### src/rtl/cfi_shadow_stack_stage.sv
`timescale 1ns/1ps
`default_nettype none
// ==== cfi_shadow_stack_stage : commit-side CFI event queue + shadow-stack return checker (rev 1.0)
// ==== Optional `CFI_SS_WRAP_EN: circular stack with a saturating discard counter instead of overflow faults.
module cfi_shadow_stack_stage #(
  parameter int NR_PORTS    = 2,
  parameter int QUEUE_DEPTH = 8,
  parameter int STACK_DEPTH = 16,
  parameter int XLEN        = 64
) (
  input  logic                          clk_i,
  input  logic                          rst_i,
  input  logic [NR_PORTS-1:0]           log_valid_i,
  input  logic [NR_PORTS-1:0][1:0]      log_kind_i,
  input  logic [NR_PORTS-1:0][XLEN-1:0] log_pc_i,
  input  logic [NR_PORTS-1:0][XLEN-1:0] log_target_i,
  input  logic [NR_PORTS-1:0]           log_rvc_i,
  output logic                          halt_o,
  output logic                          fault_valid_o,
  output logic [1:0]                    fault_cause_o,
  output logic [XLEN-1:0]               fault_pc_o,
  input  logic                          fault_ack_i,
  output logic [$clog2(STACK_DEPTH):0]  stack_usage_o
);
  localparam int QPW = $clog2(QUEUE_DEPTH);
  localparam int QCW = QPW + 1;
  localparam int SPW = $clog2(STACK_DEPTH);
  localparam int SCW = SPW + 1;
  localparam logic [QCW-1:0] Q_ONE    = QCW'(1);
  localparam logic [QCW-1:0] Q_FULL   = QCW'(QUEUE_DEPTH);
  localparam logic [QCW-1:0] Q_HALT   = QCW'(QUEUE_DEPTH - NR_PORTS);
  localparam logic [SPW-1:0] SP_ONE   = SPW'(1);
  localparam logic [SCW-1:0] SC_ONE   = SCW'(1);
  localparam logic [SCW-1:0] STK_FULL = SCW'(STACK_DEPTH);
  localparam logic [1:0] CAUSE_OVERRUN   = 2'b00;
  localparam logic [1:0] CAUSE_MISMATCH  = 2'b01;
  localparam logic [1:0] CAUSE_UNDERFLOW = 2'b11;
`ifndef CFI_SS_WRAP_EN
  localparam logic [1:0] CAUSE_OVERFLOW  = 2'b10;
`endif

  typedef enum logic [1:0] {S_IDLE = 2'd0, S_CHECK = 2'd1, S_FAULT = 2'd2} state_t;

  state_t                         state_q, state_d;
  logic [QCW-1:0]                 count_q, count_d;
  logic [QPW-1:0]                 wptr_q, wptr_d, rptr_q, rptr_d;
  logic [SPW-1:0]                 sp_q, sp_d;
  logic [SCW-1:0]                 usage_q, usage_d;
  logic                           fault_valid_q, fault_valid_d;
  logic [1:0]                     fault_cause_q, fault_cause_d;
  logic [XLEN-1:0]                fault_pc_q, fault_pc_d;
`ifdef CFI_SS_WRAP_EN
  logic [SCW-1:0]                 disc_q, disc_d;
`endif

  logic                           q_ret_q [QUEUE_DEPTH];
  logic [XLEN-1:0]                q_pc_q  [QUEUE_DEPTH];
  logic [XLEN-1:0]                q_tgt_q [QUEUE_DEPTH];
  logic                           q_rvc_q [QUEUE_DEPTH];
  logic [XLEN-1:0]                stack_q [STACK_DEPTH];

  logic [QCW-1:0]                 q_free, n_req, n_acc;
  logic [NR_PORTS-1:0]            q_we;
  logic [NR_PORTS-1:0][QPW-1:0]   q_waddr;
  logic                           q_overrun, q_pop, stk_we, chk_fault;
  logic [1:0]                     chk_cause;
  logic [XLEN-1:0]                ret_addr, stack_top;

  assign q_free    = Q_FULL - count_q;
  assign ret_addr  = q_pc_q[rptr_q] + (q_rvc_q[rptr_q] ? XLEN'(2) : XLEN'(4));
  assign stack_top = stack_q[sp_q - SP_ONE];

  // Calls/returns are packed in port order; anything past the free space is dropped.
  always_comb begin
    q_we    = '0;
    q_waddr = '0;
    n_req   = '0;
    n_acc   = '0;
    for (int p = 0; p < NR_PORTS; p++) begin
      if (log_valid_i[p] && log_kind_i[p][1]) begin
        if (n_req < q_free) begin
          q_we[p]    = 1'b1;
          q_waddr[p] = wptr_q + n_req[QPW-1:0];
          n_acc      = n_acc + Q_ONE;
        end
        n_req = n_req + Q_ONE;
      end
    end
    q_overrun = (n_req > q_free);
  end

  always_comb begin
    state_d       = state_q;
    sp_d          = sp_q;
    usage_d       = usage_q;
    q_pop         = 1'b0;
    stk_we        = 1'b0;
    chk_fault     = 1'b0;
    chk_cause     = CAUSE_MISMATCH;
    fault_valid_d = fault_valid_q;
    fault_cause_d = fault_cause_q;
    fault_pc_d    = fault_pc_q;
`ifdef CFI_SS_WRAP_EN
    disc_d        = disc_q;
`endif
    if (state_q == S_CHECK && count_q != '0) begin
      q_pop = 1'b1;
      if (!q_ret_q[rptr_q]) begin
        if (usage_q != STK_FULL) begin
          stk_we  = 1'b1;
          sp_d    = sp_q + SP_ONE;
          usage_d = usage_q + SC_ONE;
        end else begin
`ifdef CFI_SS_WRAP_EN
          // Full circular stack: sp already points at the oldest entry.
          stk_we = 1'b1;
          sp_d   = sp_q + SP_ONE;
          if (disc_q != '1) disc_d = disc_q + SC_ONE;
`else
          chk_fault = 1'b1;
          chk_cause = CAUSE_OVERFLOW;
`endif
        end
      end else if (usage_q == '0) begin
`ifdef CFI_SS_WRAP_EN
        if (disc_q != '0) begin
          disc_d = disc_q - SC_ONE;
        end else begin
          chk_fault = 1'b1;
          chk_cause = CAUSE_UNDERFLOW;
        end
`else
        chk_fault = 1'b1;
        chk_cause = CAUSE_UNDERFLOW;
`endif
      end else begin
        chk_fault = (stack_top != q_tgt_q[rptr_q]);
        sp_d      = sp_q - SP_ONE;
        usage_d   = usage_q - SC_ONE;
      end
    end

    count_d = count_q + n_acc - QCW'(q_pop);
    wptr_d  = wptr_q + n_acc[QPW-1:0];
    rptr_d  = rptr_q + QPW'(q_pop);

    if (state_q == S_IDLE && count_q != '0) state_d = S_CHECK;
    if (state_q == S_CHECK)                 state_d = (count_d != '0) ? S_CHECK : S_IDLE;

    // A pending fault blocks all new reports; checker faults outrank overrun.
    if (fault_valid_q) begin
      if (fault_ack_i) begin
        fault_valid_d = 1'b0;
        state_d       = (count_d != '0) ? S_CHECK : S_IDLE;
      end
    end else if (chk_fault) begin
      fault_valid_d = 1'b1;
      fault_cause_d = chk_cause;
      fault_pc_d    = q_pc_q[rptr_q];
      state_d       = S_FAULT;
    end else if (q_overrun) begin
      fault_valid_d = 1'b1;
      fault_cause_d = CAUSE_OVERRUN;
      fault_pc_d    = '0;
      state_d       = S_FAULT;
    end
  end

  always_ff @(posedge clk_i) begin
    for (int p = 0; p < NR_PORTS; p++) begin
      if (q_we[p]) begin
        q_ret_q[q_waddr[p]] <= log_kind_i[p][0];
        q_pc_q[q_waddr[p]]  <= log_pc_i[p];
        q_tgt_q[q_waddr[p]] <= log_target_i[p];
        q_rvc_q[q_waddr[p]] <= log_rvc_i[p];
      end
    end
    if (stk_we) stack_q[sp_q] <= ret_addr;
  end

  always_ff @(posedge clk_i) begin
    if (rst_i) begin
      state_q       <= S_IDLE;
      count_q       <= '0;
      wptr_q        <= '0;
      rptr_q        <= '0;
      sp_q          <= '0;
      usage_q       <= '0;
      fault_valid_q <= 1'b0;
      fault_cause_q <= 2'b00;
      fault_pc_q    <= '0;
`ifdef CFI_SS_WRAP_EN
      disc_q        <= '0;
`endif
    end else begin
      state_q       <= state_d;
      count_q       <= count_d;
      wptr_q        <= wptr_d;
      rptr_q        <= rptr_d;
      sp_q          <= sp_d;
      usage_q       <= usage_d;
      fault_valid_q <= fault_valid_d;
      fault_cause_q <= fault_cause_d;
      fault_pc_q    <= fault_pc_d;
`ifdef CFI_SS_WRAP_EN
      disc_q        <= disc_d;
`endif
    end
  end

  assign halt_o        = (count_q > Q_HALT);
  assign fault_valid_o = fault_valid_q;
  assign fault_cause_o = fault_cause_q;
  assign fault_pc_o    = fault_pc_q;
  assign stack_usage_o = usage_q;

endmodule
`default_nettype wire

### config.mk
export PLATFORM = sky130hd
export DESIGN_NAME = cfi_shadow_stack_stage
export DESIGN_NICKNAME = d
export VERILOG_FILES = /design/src/rtl/cfi_shadow_stack_stage.sv
export SDC_FILE = /design/constraint.sdc
export NUM_CORES = 2
export LEC_CHECK = 0
export ABC_AREA = 1
export CAP_MARGIN = 25
export CORE_MARGIN = 3
export CORE_UTILIZATION = 35
export DETAILED_ROUTE_END_ITERATION = 8
export PLACE_DENSITY = 0.54
export SLEW_MARGIN = 20
export SYNTH_ARGS = -nofsm -noshare
export SYNTH_HDL_FRONTEND = slang
export SYNTH_SLANG_ARGS = --single-unit
export TNS_END_PERCENT = 10
### constraint.sdc
create_clock -name clk_i -period 30.5 [get_ports clk_i]
set_input_delay 6.1 -clock clk_i [delete_from_list [all_inputs] [get_ports clk_i]]
set_output_delay 6.1 -clock clk_i [all_outputs]
set_load 0.02 [all_outputs]
==> impl_metrics.json <==
{
  "crit_path_end_kind": "register",
  "post-synth-top-area-cell": "sky130_fd_sc_hd__edfxtp_1",
  "post_cts_resize_count": 0,
  "cap_viol_max_count": 0,
  "die-area_sq_um": 290000,
  "stdcell_count": 14080,
  "synth_largest_type_area_fraction_pct": 62.46,
  "die_x_um": 538.5,
  "tns_ps": 0,
  "number_of_antenna_violations_at_the_first_check_in_global_routing": 2,
  "cell_internal_pwr_w": 0.006401,
  "avg_vias_per_cell": 5.360,
  "netlist_area_sq_um": 99230,
  "initial_utilization_pct": 35.33,
  "fin_crit_share_pct": 33.93,
  "maxClockFrequency_mhz": 96.63,
  "period_needed_ps": 10350,
  "clock_insertion_delay_worst_skew_ps": 900,
  "number_of_setup_buffers_added_after_cts": 0,
  "synth_enable_flop_cells": 2064,
  "dp_hpwl_um": 201100,
  "critPathMaxFanout": 95,
  "power.net_switching_w": 0.004751,
  "synth_async_sr_flop_share_pct": 0,
  "layout-area-overhead-vs-synth_pct": 14.06,
  "synth_common_cells": "sky130_fd_sc_hd__nand2_1 (3305), sky130_fd_sc_hd__edfxtp_1 (2064), sky130_fd_sc_hd__o21ai_0 (1312)",
  "tritoncts": "yes",
  "net_sw_share_pct": 42.60,
  "final_layout_size_suffix_gt1_share_pct": 5.524,
  "synth.area.mux_share_pct": 0.04035,
  "synth_flop_cell": "sky130_fd_sc_hd__edfxtp_1",
  "critical_path.most_common_cell": "sky130_fd_sc_hd__buf_4",
  "clockPowerShare_pct": 24.0,
  "holdWs_ps": 462.3,
  "synth-seq-cells": 2152,
  "num-fill-cells": 26950,
  "layout_setup_ws_ps": 20150,
  "grt_pass1_wl_um": 488300,
  "finalWeightedCongestion": 0.8799,
  "clockRootBuffer": "sky130_fd_sc_hd__clkbuf_16",
  "antenna_violating_nets_post_route": 0,
  "start_to_end_type_of_the_worst_setup_path": "in -> reg",
  "synth_nets": 10420,
  "die_h_um": 538.5,
  "report.final.slew_viol_count": 0,
  "totalPowerFinal_w": 0.01115,
  "sequential_share_of_power_pct": 34.9,
  "final_hold_viol_count": 0,
  "synth_seq_area_share_pct": 64.23,
  "pin_slew_with_the_least_headroom_to_its_limit_ps": 1183,
  "dominant_combinational_cell_family_by_area_after_synthesis": "simple AND/OR/NAND/NOR gates",
  "detail_route.wl_per_cell_um": 23.95,
  "power.leakage_nw": 41.97,
  "synth_adder_area_share_pct": 0.4463,
  "drc": 0,
  "start_kind": "primary input",
  "fin_skew_ps": 58.58,
  "postSynthCellCount": 10120,
  "worst_setup_hold_path_clk_slew_ps": 60,
  "pre_cts_slack_ps": 19130,
  "cp_slowest_cell": "sky130_fd_sc_hd__buf_4",
  "synth_simple_gate_area_share_pct": 21.10,
  "p_comb_share_pct": 41.1,
  "max_stage_delay_ps": 890,
  "groute.usage.overall_pct": 22.41,
  "min-delay-path-class": "reg -> reg",
  "run_status": "completed",
  "synthDistinctLibCells": 44,
  "yosys.cell_count.top_type": "sky130_fd_sc_hd__nand2_1",
  "synthXorXnorAreaFrac_pct": 0.7061,
  "drt_pre_antenna_iters": 8,
  "yosysWarnings": 0,
  "design.final.nets": 10480,
  "routed-via-count": 75490,
  "numPortBuffers": 339,
  "synth_top_cells_by_area": "sky130_fd_sc_hd__edfxtp_1 (62%), sky130_fd_sc_hd__nand2_1 (13%), sky130_fd_sc_hd__o21ai_0 (6.6%)",
  "critPathArrivalTime_ps": 10920,
  "maximum_number_of_pins_on_one_net_before_global_route_repair": 213,
  "detail_route.wirelength_um": 337200,
  "grt_overflow": 0,
  "core_area_sq_um": 280800,
  "cpLargestDelayFamily": "buffers and inverters",
  "cts_hold_repair.buffers": 0,
  "cts_num_sinks": 2152,
  "max_slew_headroom_pct": 21.14,
  "p_per_area_nw_per_um2": 98.53,
  "ioPinCount": 340,
  "setup_viol": 0,
  "grt_setup_unrepaired": "false",
  "required_ps": 31070,
  "clock_path_buffers": 4,
  "cts_buffers": 227,
  "synth_compound_gate_area_share_pct": 8.463,
  "bufs_and_invs_on_worst_path": 5,
  "h-tree-depth": 4,
  "row_count": 194,
  "first_global_vias": 70540,
  "worst_ir_drop_vdd_mv": 0.1223,
  "detailedRoute.firstIterationViolations": 8453,
  "avgSynthCellArea_sq_um": 9.810,
  "timing.critical_path.cells": "clkdlybuf4s50_1 -> nand2_1 -> inv_1 -> ha_1 -> clkinv_1 -> nand2_4 -> buf_4 -> buf_4 -> o21ai_0",
  "dp_cells": 13670
}
-- routing by layer --
metal | vias up | GRT usage, % | wire length, um
met2 | 3234 | 36.85 | 159200
met4 | 0 | 8.080 | 12380
met5 | - | 0 | 0
li1 | 34890 | - | -
met3 | 518 | 2.801 | 25200
met1 | 36850 | 30.45 | 140400
-- metrics by stage --
| step | area (sq um) | util [%] |
|---|---|---|
| 3_5_place_dp | 106000 | 37.74 |
| 3_3_place_gp | 105800 | 37.68 |
| 2_1_floorplan | 99230 | - |
| 6_report | 113200 | 40.30 |
| 4_1_cts | 113000 | 40.22 |
| 5_1_grt | 113200 | 40.30 |
-- worst paths after layout --
kind / cells after the start / end / from / slack (ps)
min: 2 / fault_pc_o[45]$_SDFFE_PP0P_ / fault_pc_o[45]$_SDFFE_PP0P_ / 460
max reg2reg: 22 / fault_pc_o[33]$_SDFFE_PP0P_ / sp_q[0]$_SDFFE_PP0P_ / 22360
max: 9 / q_tgt_q[0][12]$_DFFE_PP_ / log_valid_i[0] / 20150
min reg2reg: 2 / fault_pc_o[45]$_SDFFE_PP0P_ / fault_pc_o[45]$_SDFFE_PP0P_ / 460
-- cell usage in the layout (no fill, tap or decap), drive strengths merged, types with 11 or more instances in the layout --
cell	netlist	routed
nor3	26	26
o21a	15	15
o22ai	115	115
ha	29	29
a21oi	95	95
nand2	3311	3311
buf	381	159
inv	468	472
edfxtp	2064	2064
clkinv	2	96
bufinv	0	14
o21ai	1364	1364
nor4	13	13
clkbuf	279	284
nand3	1260	1260
xor2	69	69
clkdlybuf4s50	0	338
nand4	22	22
xnor2	11	11
dfxtp	88	88
nor2	460	460
-- worst min-delay path: cells and delay by family (launching register included) --
family / cells / cell delay, ps
flip-flops: 1 / 310
AND/OR/NAND/NOR: 1 / 60
AO/OA/AOI/OAI: 1 / 50
-- layout make-up --
| type | instances | area (sq um) | share of cell area (%) |
|---|---|---|---|
| flip-flops and latches | 2152 | 63760 | 56.33 |
| clock buffers | 283 | 6028 | 5.326 |
| repair buffers | 498 | 4893 | 4.323 |
| diodes | 4 | 10.01 | 0.008843 |
| multi-input cells | 6834 | 31100 | 27.48 |
| inverters | 470 | 1808 | 1.597 |
| well taps | 3724 | 4659 | 4.117 |
| clock inverters | 118 | 932.1 | 0.8235 |
-- power by group through the flow --
| stage | combinational (W) | clock (W) | sequential [W] |
|---|---|---|---|
| global route | 0.00495 | 0.00283 | 0.00391 |
| finish | 0.00458 | 0.00268 | 0.00389 |
| global placement | 0.00447 | 0 | 0.00395 |
| detailed placement | 0.00455 | 0 | 0.00396 |
| CTS | 0.00456 | 0.00271 | 0.00389 |
| floorplan | 0.00263 | 0 | 0.00399 |
-- kinds of logic (layout without fill, tap and decap cells) --
group	after synthesis	after routing
and+or+nand+nor	5097	5097
DFF	2152	2152
AOI/OAI and AO/OA	1620	1620
buffers and inverters	1130	1369
xor gates and xnor gates	80	80
adders and majority gates	33	33
muxes	4	4
other	0	4
-- sequential cells by signal, summed over array words and instances, names as in the netlist --
| register | count |
|---|---|
| stack_q | 1024 |
| state_q | 2 |
| sp_q | 4 |
| q_tgt_q | 512 |
| stack_usage_o | 5 |
| fault_pc_o | 64 |
| rptr_q | 3 |
| q_rvc_q | 8 |
| q_ret_q | 8 |
| fault_valid_o | 1 |
| q_pc_q | 512 |
| wptr_q | 3 |
| fault_cause_o | 2 |
| count_q | 4 |
Note: power is estimated with default switching activity, not from simulation.
